[config.mk]
export PLATFORM = sky130hd
export DESIGN_NAME = pseudorandom_multi_flat
export DESIGN_NICKNAME = d
export VERILOG_FILES = /design/src/rtl/pseudorandom_multi_if.sv /design/src/rtl/pseudorandom_multi.sv /design/src/flat_wrapper.sv
export SDC_FILE = /design/constraint.sdc
export NUM_CORES = 1
export LEC_CHECK = 0
export ABC_AREA = 1
export CAP_MARGIN = 5
export CORE_MARGIN = 10
export CORE_UTILIZATION = 55
export DETAILED_ROUTE_END_ITERATION = 10
export DONT_BUFFER_PORTS = 1
export PLACE_DENSITY = 0.79
export SETUP_SLACK_MARGIN = 0.1
export SYNTH_ARGS = -nofsm -noshare
export SYNTH_HDL_FRONTEND = slang
export SYNTH_SLANG_ARGS = --single-unit
[constraint.sdc]
create_clock -name wb_clk_i -period 12.35 [get_ports wb_clk_i]
set_input_delay 2.47 -clock wb_clk_i [delete_from_list [all_inputs] [get_ports wb_clk_i]]
set_output_delay 2.47 -clock wb_clk_i [all_outputs]
set_load 0.02 [all_outputs]
[src/rtl/pseudorandom_multi_if.sv]
// rtl/pseudorandom_multi_if.sv - Wishbone classic slave bus bundle for pseudorandom_multi
interface pseudorandom_multi_if;
    logic        wbs_stb_i;
    logic        wbs_cyc_i;
    logic        wbs_we_i;
    logic [3:0]  wbs_sel_i;
    logic [31:0] wbs_adr_i;
    logic [31:0] wbs_dat_i;
    logic        wbs_ack_o;
    logic [31:0] wbs_dat_o;

    modport master (
        output wbs_stb_i, wbs_cyc_i, wbs_we_i, wbs_sel_i, wbs_adr_i, wbs_dat_i,
        input  wbs_ack_o, wbs_dat_o
    );

    modport slave (
        input  wbs_stb_i, wbs_cyc_i, wbs_we_i, wbs_sel_i, wbs_adr_i, wbs_dat_i,
        output wbs_ack_o, wbs_dat_o
    );
endinterface

[src/rtl/pseudorandom_multi.sv]
// rtl/pseudorandom_multi.sv - multi-channel Galois LFSR bank with a Wishbone register file
module pseudorandom_multi #(
    parameter int          NB_CHAN      = 4,
    parameter int          WIDTH        = 32,
    parameter logic [31:0] DEFAULT_TAPS = 32'h80200003,
    parameter logic [31:0] DEFAULT_SEED = 32'h00000001
) (
    input  logic                     wb_clk_i,
    input  logic                     wb_rst_i,
    pseudorandom_multi_if.slave      wbs,
    output logic [NB_CHAN*WIDTH-1:0] rnd_o,
    output logic [NB_CHAN-1:0]       rnd_upd_o
);
    typedef enum logic [1:0] {
        MODE_STOP = 2'd0,
        MODE_FREE = 2'd1,
        MODE_READ = 2'd2,
        MODE_RSVD = 2'd3
    } mode_t;

    localparam logic [WIDTH-1:0] L_TAPS = DEFAULT_TAPS[WIDTH-1:0];
    localparam logic [WIDTH-1:0] L_SEED = DEFAULT_SEED[WIDTH-1:0];

    logic        r_ack;
    logic [31:0] r_dat;

    logic        w_req;
    logic        w_wr;
    logic        w_rd;
    logic [2:0]  w_chan;
    logic [1:0]  w_reg;
    logic [31:0] w_rdata;
    logic        w_unused_bits;

    logic [1:0]       w_mode  [NB_CHAN];
    logic [WIDTH-1:0] w_taps  [NB_CHAN];
    logic [WIDTH-1:0] w_state [NB_CHAN];

    // A request is only taken while ack is low, so acks can never be back-to-back.
    assign w_req  = wbs.wbs_stb_i & wbs.wbs_cyc_i & ~r_ack;
    assign w_wr   = w_req & wbs.wbs_we_i & (wbs.wbs_sel_i == 4'hF);
    assign w_rd   = w_req & ~wbs.wbs_we_i;
    assign w_chan = wbs.wbs_adr_i[6:4];
    assign w_reg  = wbs.wbs_adr_i[3:2];

    assign w_unused_bits = ^{wbs.wbs_adr_i[31:7], wbs.wbs_adr_i[1:0], wbs.wbs_dat_i};

    always_comb begin
        w_rdata = '0;
        for (int c = 0; c < NB_CHAN; c++) begin
            if (w_chan == 3'(c)) begin
                case (w_reg)
                    2'd0:    w_rdata = {30'd0, w_mode[c]};
                    2'd1:    w_rdata = 32'(w_taps[c]);
                    2'd3:    w_rdata = 32'(w_state[c]);
                    default: w_rdata = '0;
                endcase
            end
        end
    end

    always_ff @(posedge wb_clk_i or posedge wb_rst_i) begin
        if (wb_rst_i) begin
            r_ack <= 1'b0;
            r_dat <= '0;
        end else if (w_req) begin
            r_ack <= 1'b1;
            r_dat <= wbs.wbs_we_i ? 32'd0 : w_rdata;
        end else begin
            r_ack <= 1'b0;
            r_dat <= '0;
        end
    end

    assign wbs.wbs_ack_o = r_ack;
    assign wbs.wbs_dat_o = r_dat;

    for (genvar c = 0; c < NB_CHAN; c++) begin : g_chan
        mode_t            r_mode;
        logic [WIDTH-1:0] r_taps;
        logic [WIDTH-1:0] r_state;
        logic             r_upd;

        logic             w_hit;
        logic             w_ctrl_wr;
        logic             w_taps_wr;
        logic             w_seed_wr;
        logic             w_step;
        logic [WIDTH-1:0] w_seed;
        logic [WIDTH-1:0] w_next;

        assign w_hit     = (w_chan == 3'(c));
        assign w_ctrl_wr = w_wr & w_hit & (w_reg == 2'd0);
        assign w_taps_wr = w_wr & w_hit & (w_reg == 2'd1);
        assign w_seed_wr = w_wr & w_hit & (w_reg == 2'd2);
        // READ mode steps on the same edge that latches the pre-step value into r_dat.
        assign w_step    = (r_mode == MODE_FREE) |
                           ((r_mode == MODE_READ) & w_rd & w_hit & (w_reg == 2'd3));
        assign w_seed    = wbs.wbs_dat_i[WIDTH-1:0];
        assign w_next    = (r_state >> 1) ^ (r_state[0] ? r_taps : '0);

        always_ff @(posedge wb_clk_i or posedge wb_rst_i) begin
            if (wb_rst_i) begin
                r_mode  <= MODE_STOP;
                r_taps  <= L_TAPS;
                r_state <= L_SEED;
                r_upd   <= 1'b0;
            end else begin
                if (w_ctrl_wr) begin
                    r_mode <= mode_t'(wbs.wbs_dat_i[1:0]);
                end
                if (w_taps_wr) begin
                    r_taps <= w_seed;
                end
                if (w_seed_wr) begin
                    r_state <= (w_seed == '0) ? WIDTH'(1) : w_seed;
                end else if (w_step) begin
                    r_state <= w_next;
                end
                r_upd <= w_seed_wr | w_step;
            end
        end

        assign w_mode[c]                 = r_mode;
        assign w_taps[c]                 = r_taps;
        assign w_state[c]                = r_state;
        assign rnd_o[c*WIDTH +: WIDTH]   = r_state;
        assign rnd_upd_o[c]              = r_upd;
    end
endmodule
[src/flat_wrapper.sv]
// flat-port wrapper written by rule: the top's interface ports become plain ports
module pseudorandom_multi_flat 
#(
    parameter int          NB_CHAN      = 4,
    parameter int          WIDTH        = 32,
    parameter logic [31:0] DEFAULT_TAPS = 32'h80200003,
    parameter logic [31:0] DEFAULT_SEED = 32'h00000001
)
  (wb_clk_i, wb_rst_i, rnd_o, rnd_upd_o, wbs_wbs_stb_i, wbs_wbs_cyc_i, wbs_wbs_we_i, wbs_wbs_sel_i, wbs_wbs_adr_i, wbs_wbs_dat_i, wbs_wbs_ack_o, wbs_wbs_dat_o);
  pseudorandom_multi_if wbs_i ();
  input  logic wb_clk_i;
  input  logic wb_rst_i;
  output logic [NB_CHAN*WIDTH-1:0] rnd_o;
  output logic [NB_CHAN-1:0] rnd_upd_o;
  input wire logic [$bits(wbs_i.wbs_stb_i)-1:0] wbs_wbs_stb_i;
  input wire logic [$bits(wbs_i.wbs_cyc_i)-1:0] wbs_wbs_cyc_i;
  input wire logic [$bits(wbs_i.wbs_we_i)-1:0] wbs_wbs_we_i;
  input wire logic [$bits(wbs_i.wbs_sel_i)-1:0] wbs_wbs_sel_i;
  input wire logic [$bits(wbs_i.wbs_adr_i)-1:0] wbs_wbs_adr_i;
  input wire logic [$bits(wbs_i.wbs_dat_i)-1:0] wbs_wbs_dat_i;
  output wire logic [$bits(wbs_i.wbs_ack_o)-1:0] wbs_wbs_ack_o;
  output wire logic [$bits(wbs_i.wbs_dat_o)-1:0] wbs_wbs_dat_o;
  assign wbs_i.wbs_stb_i = wbs_wbs_stb_i;
  assign wbs_i.wbs_cyc_i = wbs_wbs_cyc_i;
  assign wbs_i.wbs_we_i = wbs_wbs_we_i;
  assign wbs_i.wbs_sel_i = wbs_wbs_sel_i;
  assign wbs_i.wbs_adr_i = wbs_wbs_adr_i;
  assign wbs_i.wbs_dat_i = wbs_wbs_dat_i;
  assign wbs_wbs_ack_o = wbs_i.wbs_ack_o;
  assign wbs_wbs_dat_o = wbs_i.wbs_dat_o;
  pseudorandom_multi #(.NB_CHAN(NB_CHAN), .WIDTH(WIDTH), .DEFAULT_TAPS(DEFAULT_TAPS), .DEFAULT_SEED(DEFAULT_SEED)) u_core (.wb_clk_i(wb_clk_i), .wb_rst_i(wb_rst_i), .wbs(wbs_i), .rnd_o(rnd_o), .rnd_upd_o(rnd_upd_o));
endmodule
---- Word level (Yosys, flattened, before mapping) ----
Index checks and enable logic that the tools add are counted.
storage, ports and cells
  register bits after elaboration ......... 301
  output and inout port bits .............. 165
cells by class
  equality and inequality tests ........... 15
  muxes and demuxes ....................... 24
  bitwise logic cells ..................... 47
  reductions and logical operators ........ 7
operators with widths
  operator                                                          number
  32-bit 2-to-1 mux                                                 19
  32-bit one-hot mux with 3 select lines                            4
  31-bit by 32-bit bitwise XOR with 32-bit output                   4
  1-bit AND                                                         33
  32-bit logical NOT                                                1
  2-bit == test (second input constant)                             6
  2-bit by 1-bit == test with 1-bit output (second input constant)  5
  1-bit bitwise OR                                                  8
  2-bit nonzero test                                                4
  3-bit by 2-bit == test with 1-bit output (second input constant)  2
  4-bit == test (second input constant)                             1
  3-bit by 1-bit == test with 1-bit output (second input constant)  1
  3-bit logical NOT                                                 1
  2-bit logical NOT                                                 1
  1-bit NOT                                                         2
  1-bit 2-to-1 mux                                                  1

---- Logic depth before layout (Yosys ltp) ----
Gate-level depths: netlist of the first run.
  word-level depth ........................ 9
  mapped depth ............................ 11

---- Worst setup path before layout of the first run ----
OpenSTA, ideal clock, no wires.
  path type ............................... input to register
  start ................................... input port wbs_wbs_adr_i[4]
  end ..................................... register u_core.g_chan[1].r_state[25]
  library setup time ...................... 124 ps
  arrival time ............................ 3585 ps
  slack ................................... 8641 ps
  stages on the path ...................... 9
  path buffers ............................ 2
  path through ............................ buf_4 -> nand2_1 -> nor2_4 -> nand3_1 -> nor2_2 -> nor2_4 -> buf_4 -> nand2_1 -> nand3_1
on the way
  longest elaborated chain between the ends .. 5
  elaborated cells on any way between the ends .. 8
ends and longest elaborated chain
  what                                          RTL line                   source
  start: declaration                            flat_wrapper.sv:19         input wire logic [$bits(wbs_i.wbs_adr_i)-1:0] wbs_wbs_adr_i;
  3-bit by 1-bit == test with 1-bit output (*)  pseudorandom_multi.sv:92   assign w_hit = (w_chan == 3'(c));
  1-bit AND (2 in series)                       pseudorandom_multi.sv:98   ((r_mode == MODE_READ) & w_rd & w_hit & (w_reg == 2'd3));
  1-bit bitwise OR                              pseudorandom_multi.sv:97   assign w_step = (r_mode == MODE_FREE) |
  2-bit nonzero test (no source line)           --
  end signal: assignment                        pseudorandom_multi.sv:116  r_state <= (w_seed == '0) ? WIDTH'(1) : w_seed;
  end signal: assignment                        pseudorandom_multi.sv:118  r_state <= w_next;
  end: declaration                              pseudorandom_multi.sv:81   logic [WIDTH-1:0] r_state;
Every way passes the cells marked *; elsewhere a longest branch is shown, timed or not.
A chain may end at the register's enable or synchronous reset.

---- Final worst setup path of the first run ----
  start ................................... input port wbs_wbs_adr_i[6]
  end ..................................... register u_core.g_chan[2].r_state[27]
on the way
  longest elaborated chain between the ends .. 5
  elaborated cells on any way between the ends .. 8
ends and longest elaborated chain
  what                                          RTL line
  3-bit by 2-bit == test with 1-bit output (*)  pseudorandom_multi.sv:92
  1-bit AND (2 in series)                       pseudorandom_multi.sv:98
  1-bit bitwise OR                              pseudorandom_multi.sv:97
  2-bit nonzero test (no source line)           --
  end signal: assignment                        pseudorandom_multi.sv:116
  end signal: assignment                        pseudorandom_multi.sv:118
  end: declaration                              pseudorandom_multi.sv:81
Marked as above.

==> results of run 1 <==
## synth_stat cells (all sizes together)
cell / count / share of area
nand2: 686 / 0.16
nand3: 338 / 0.10
dfrtp: 281 / 0.43
o21ai: 194 / 0.059
inv: 168 / 0.038
xor2: 118 / 0.063
o211ai: 82 / 0.037
clkbuf: 77 / 0.018
buf: 69 / 0.023
a21oi: 65 / 0.020
nor2: 47 / 0.016
dfstp: 20 / 0.032
nand4: 8 / 0.0034
xnor2: 6 / 0.0032
clkinv: 2 / 0.00045
nand3b: 1 / 0.00045
nor3: 1 / 0.00099
o2111ai: 1 / 0.00053
o21bai: 1 / 0.00045
## registers in the layout, summed over array words and instances, names as in the netlist
register / flops
u_core.g_chan.r_state: 128
u_core.g_chan.r_taps: 128
u_core.wbs.wbs_dat_o: 32
u_core.g_chan.r_mode: 8
u_core.g_chan.r_upd: 4
u_core.wbs.wbs_ack_o: 1
## per-stage QoR
| stage | instances | setup WS (ps) | power, mW | utilization |
|---|---|---|---|---|
| global route | 2495 | 7560 | 2.26 | 0.597 |
| global placement | 2434 | 7260 | 1.17 | 0.559 |
| finish | 2495 | 7650 | 2.20 | 0.597 |
| detailed placement | 2434 | 7240 | 1.17 | 0.559 |
| floorplan | 2165 | 1600 | 1.12 | - |
| CTS | 2495 | 7760 | 2.20 | 0.597 |
## path summary, 6_finish.rpt
check | start | endpoint | slack, ps | cells past startpoint
hold reg to reg | u_core.g_chan[1].r_taps[0] | u_core.g_chan[1].r_taps[0] | 480 | 2
setup / recovery | wbs_wbs_adr_i[6] | u_core.g_chan[2].r_state[27] | 7650 | 11
max in group asynchronous | wb_rst_i | u_core.g_chan[2].r_taps[8] | 8930 | 2
setup reg to reg | u_core.wbs.wbs_ack_o | u_core.g_chan[0].r_taps[10] | 9640 | 6
hold / removal | u_core.g_chan[1].r_taps[0] | u_core.g_chan[1].r_taps[0] | 480 | 2
min in group asynchronous | wb_rst_i | u_core.g_chan[0].r_state[27] | 1950 | 1
## cells by family (layout without fill, tap and decap cells)
| logic type | after synthesis | in the layout |
|---|---|---|
| AND/OR/NAND/NOR | 1081 | 1081 |
| XOR/XNOR | 124 | 124 |
| flip-flops | 301 | 301 |
| buffers and inverters | 316 | 256 |
| AO/OA/AOI/OAI | 343 | 343 |
## metal layers
layer,vias to the layer above,global-route usage,share of wire
li1,6872,-,-
met2,1015,0.461,0.46
met1,7400,0.361,0.37
met3,166,0.0821,0.12
met4,0,0.127,0.044
met5,-,0,0
## final cells by class
cell class | instances | area [sq um] | area share
multi-input combinational | 1548 | 7660 | 0.433
inverter | 170 | 646 | 0.0365
tap | 390 | 488 | 0.0276
clock inverter | 9 | 124 | 0.00700
sequential | 301 | 7560 | 0.427
timing repair buffer | 25 | 200 | 0.0113
clock buffer | 52 | 1010 | 0.0571
## report_power, final
part / internal, mW / switching [mW] / total [mW] / leakage [nW]
Sequential: 0.999 / 0.0381 / 1.04 / 4.12
Combinational: 0.0255 / 0.0905 / 0.116 / 2.70
Clock: 0.627 / 0.417 / 1.04 / 0.560
## critical path, stage by stage
cell     delay [ps]
inv_2            60
nand2_2         530
nor2_2          240
buf_4           510
nand3_1         160
nor2_2          100
buf_4           440
nor2_2           50
buf_4           300
nand2_1         120
nand3_1          80
==> key figures, run 1 <==
Synthesis
  – Synth Area in XOR/XNOR: 0.0658
  – Mapped cell area: 0.0165 sq mm
  – #FFs+latches synth: roughly 300
  – Adder-cell share of the synthesized area: 0
  – Complex-gate fraction of the synthesized area: 0.117
  – Largest family of logic cells by synthesized area: simple AND/OR/NAND/NOR gates
  – Yosys warnings: 0
  – Post-Synth Simple-Gate Area: 0.281
  – Library cells used by synthesis: 29
  – Syn nets: 2238
  – Post-Synthesis Cells: 2165
  – Sequential cell area fraction in the yosys report: 0.458
  – Fraction of synthesized area in multiplexers: 0
  – Mean Syn Cell Area: around 7.6 sq um

Clocking
  – Worst-path clk slew: 60 ps
  – Clock Sinks: approximately 300
  – Setup Buffers After CTS: 0
  – Post-CTS Resized: 0
  – CTS H-Tree Depth: 2
  – Clock latency on the worst-skew pair: 520 ps
  – TritonCTS clock tree: done
  – Post-cts hold buffer count: 0
  – Root buf cell: clkbuf_16
  – Longest Clk Path Bufs: 3
  – CTS buffer count: 35

Routing
  – Detailed router's first-iteration violation count: 1936
  – Pre-antenna DRT Iters: 6
  – DRC viols: 0
  – Via Count: around 15000
  – Via/cell ratio: 6.19
  – Wirelength, routed: 56600 um
  – Post-DRT Antenna Nets: 0
  – Avg WL per Cell: 22.7 um

Global routing
  – Initial antenna violation count: 1
  – Total GRT Usage: 0.290
  – Global-route wire length before repair: 87300 um
  – Vias in the first global route: around 15000
  – Largest net degree at the start of global routing: roughly 180
  – Grt total ovfl: 0

STA
  – Fin Hold WS: 483 ps
  – Final Critical Period: 4700 ps
  – Final hold violation count: 0
  – # setup viols final: 0
  – Unrepaired setup endpoints after global routing: no
  – Final period utilization: 0.380
  – Slew margin rel.: 0.284
  – Clock skew: 17.6 ps
  – Setup TNS: 0 ps
  – Tightest Pin Transition: between 1000 and 1500 ps
  – Slew Limit Fails: 0
  – Achievable Freq: approximately 210 MHz

Finish
  – Final net count: 2154
  – Area grow syn2layout: 7.11%
  – Ant diodes: 0
  – Share of layout cells above drive strength 1: 0.0637
  – Cell area after layout: approximately 0.018 sq mm
  – Fillers: ~2600
  – Commonest non-fill, non-tap cell in the layout: nand2_1
  – Most frequent cells in the layout: 681 x nand2_1, 333 x nand3_1, 281 x dfrtp_1

Placed design
  – Placed cell areas: 0.0166 sq mm
  – Final GP Congestion: 0.898
  – IO buf count: 0
  – Dpl hpwl: 34800 um

Floorplan
  – Total I/O pin count: 238
  – DIE WIDTH: 193 um
  – Starting Density: 0.557
  – Row cnt: 63
  – Die area: 0.0374 sq mm
  – Core area: a little under 0.03 sq mm
  – Die H: approximately 190 um

Worst setup path
  – Critical path arrival: 5090 ps
  – WP data required: roughly 13000 ps
  – Critical path class: input port to register
  – CP startpoint kind: input port
  – Worst-path maximum fanout: 33
  – Worst Setup End Kind: register

Power and ir drop
  – Max VDD drop: 0.100 mV
  – P_leak: 7.37 nW
  – PwrDens: 124 mW/mm^2

Flow run
  – Max-cap violation count: 0

Worst hold path
  – Min-delay worst type: register to register

Status
  – Status: complete, no violations
(Power assumes the default switching activity.)
==> run 2, diff against run 1 <==
Clock period 12.35 ns to 4.4 ns, I/O delays scaled along.
==> key figures, run 2 (synthesized netlist as in run 1, its figures left out) <==
Status
  – Status: complete, no violations

Finish
  – Most frequent cells in the layout: 681 x nand2_1, 333 x nand3_1, 281 x dfrtp_1
  – Cell area after layout: 0.0178 sq mm (+0.54%)
  – Fillers: 2606 (-1.5%)
  – Share of layout cells above drive strength 1: 0.0653 (+0.00168)
  – Commonest non-fill, non-tap cell in the layout: nand2_1
  – Ant diodes: 0 (unchanged)
  – Fin util: 0.600 (+0.00325)
  – Final net count: 2159 (+0.23%)
  – Area grow syn2layout: 7.70%
  – Register area: 0.00756 sq mm (unchanged)
  – Multi-input gate area: 0.00766 sq mm (unchanged)

Placed design
  – IO buf count: 0 (unchanged)
  – Worst slack at placement: 1360 ps (-5880 ps)
  – Final GP Congestion: 0.916 (+2.0%)
  – Dpl hpwl: 36400 um (+4.5%)
  – Placed cell areas: 0.0166 sq mm (+0.40%)

STA
  – Final hold violation count: 0 (unchanged)
  – Fin Hold WS: 423 ps (-60.4 ps)
  – Final Critical Period: 2700 ps
  – Slew margin rel.: 0.242 (-0.0419)
  – Unrepaired setup endpoints after global routing: no
  – Achievable Freq: 370 MHz
  – Setup WS post-layout: 1700 ps (-5950 ps)
  – # setup viols final: 0 (unchanged)
  – Slew Limit Fails: 0 (unchanged)
  – Final period utilization: 0.614
  – Setup TNS: 0 ps (unchanged)
  – Tightest Pin Transition: 1140 ps (+61.2 ps)
  – Clock skew: 22.3 ps (+4.71 ps)

Clocking
  – CTS buffer count: 34 (-2.9%)
  – Clock Sinks: 301 (unchanged)
  – Root buf cell: clkbuf_16
  – Longest Clk Path Bufs: 3 (unchanged)
  – Post-cts hold buffer count: 0 (unchanged)
  – CTS H-Tree Depth: 2 (unchanged)
  – TritonCTS clock tree: done
  – Worst-path clk slew: 60 ps (about the same)
  – Post-CTS Resized: 0 (unchanged)
  – Setup Buffers After CTS: 0 (unchanged)
  – Clock latency on the worst-skew pair: 520 ps (about the same)

Power and ir drop
  – Sw power: 1.51 mW (+180%)
  – P_int: 4.69 mW (+180%)
  – Reg power frac: 0.469 (-0.003)
  – Logic pwr share: 0.054 (about the same)
  – Max VDD drop: 0.292 mV (+190%)
  – PwrDens: 349 mW/mm^2 (+180%)
  – Clock power share: 0.477 (+0.002)
  – P_leak: 7.41 nW (+0.52%)
  – Sw frac: 0.244 (-0.00426)

Global routing
  – Global-route wire length before repair: 88700 um (+1.5%)
  – Total GRT Usage: 0.294 (+0.00452)
  – Vias in the first global route: 14926 (+1.8%)
  – Initial antenna violation count: 0 (-1)
  – Largest net degree at the start of global routing: 121 (-33%)
  – Grt total ovfl: 0 (unchanged)

Worst setup path
  – Worst-path maximum fanout: 31 (-6.1%)
  – Critical path arrival: 3160 ps (-1930 ps)
  – Worst Setup End Kind: register
  – CP startpoint kind: register
  – WP data required: 4860 ps (-7880 ps)
  – Critical path class: register to register

Routing
  – Via Count: 15597 (+0.93%)
  – Post-DRT Antenna Nets: 0 (unchanged)
  – Avg WL per Cell: 22.8 um (+0.69%)
  – Pre-antenna DRT Iters: 8 (+2)
  – Wirelength, routed: 57200 um (+0.97%)
  – Via/cell ratio: 6.23 (+0.65%)
  – Detailed router's first-iteration violation count: 2139 (+10%)
  – DRC viols: 0 (unchanged)

Floorplan
  – DIE WIDTH: 193 um (unchanged)
  – Die area: 0.0374 sq mm (unchanged)
  – Row cnt: 63 (unchanged)
  – Total I/O pin count: 238 (unchanged)
  – Die H: 193 um (unchanged)
  – Starting Density: 0.557 (unchanged)
  – Core area: 0.0296 sq mm (unchanged)

Flow run
  – Max-cap violation count: 0 (unchanged)

Worst hold path
  – Min-delay worst type: input port to async pin
[run 2: changes by cell type in the layout (fill, tap and decap cells not counted), sizes merged]
cell,delta
bufinv,-1
clkbuf,+7
buf,+6
inv,-2
clkinv,-4
clkinvlp,+1
[run 2: metal layers]
layer / share of wire / vias to the layer above / routed length [um] / track usage
met5: 0 / - / 0 / 0
met4: 0.056 / 0 / 3170 / 0.152
met3: 0.13 / 214 / 7650 / 0.0847
met2: 0.45 / 1115 / 25500 / 0.451
met1: 0.37 / 7373 / 20900 / 0.372
li1: - / 6895 / - / -
[run 2: critical path, cell delays in order (launching register included)]
cell and delay [ps]:
dfrtp_1 510, nor2_4 120, nand2_1 150, clkinv_1 110, buf_4 310, nand2_1 160
nand2_1 80, nor2_2 540, buf_4 440, nand2_1 100, nand3_1 90
[run 2: power groups by stage]
| stage | sequential (mW) | combinational, mW | clock [mW] |
|---|---|---|---|
| 2_1_floorplan | 2.90 | 0.256 | 0 |
| 3_3_place_gp | 2.96 | 0.320 | 0 |
| 3_5_place_dp | 2.96 | 0.328 | 0 |
| 4_1_cts | 2.91 | 0.329 | 2.96 |
| 5_1_grt | 2.91 | 0.365 | 3.09 |
| 6_report | 2.91 | 0.333 | 2.96 |
[run 2: final timing paths]
path                       slack, ps                           end                        from  depth (start not counted)
max                             1700  u_core.g_chan[2].r_state[24]        u_core.wbs.wbs_ack_o                         10
min                              420  u_core.g_chan[0].r_state[27]                    wb_rst_i                          2
max reg2reg                     1700  u_core.g_chan[2].r_state[24]        u_core.wbs.wbs_ack_o                         10
min reg2reg                      480    u_core.g_chan[0].r_taps[0]  u_core.g_chan[0].r_taps[0]                          2
max in group asynchronous       3230    u_core.g_chan[3].r_taps[6]                    wb_rst_i                          2
min in group wb_clk_i            480  u_core.g_chan[3].r_state[16]           wbs_wbs_dat_i[16]                          2
[run 2: stage by stage]
step	cells	total power [mW]
after floorplan	2165	3.16
after global placement	2440	3.28
after detailed placement	2440	3.28
after CTS	2502	6.20
after global routing	2502	6.37
final	2502	6.20
[run 2: area by class of cell]
cell class / instances / share of cell area
well taps: 390 / 0.0274
clock buffers: 59 / 0.0618
flip-flops and latches: 301 / 0.425
multi-input cells: 1548 / 0.431
clock inverters: 3 / 0.00366
repair buffers: 31 / 0.0152
inverters: 170 / 0.0361
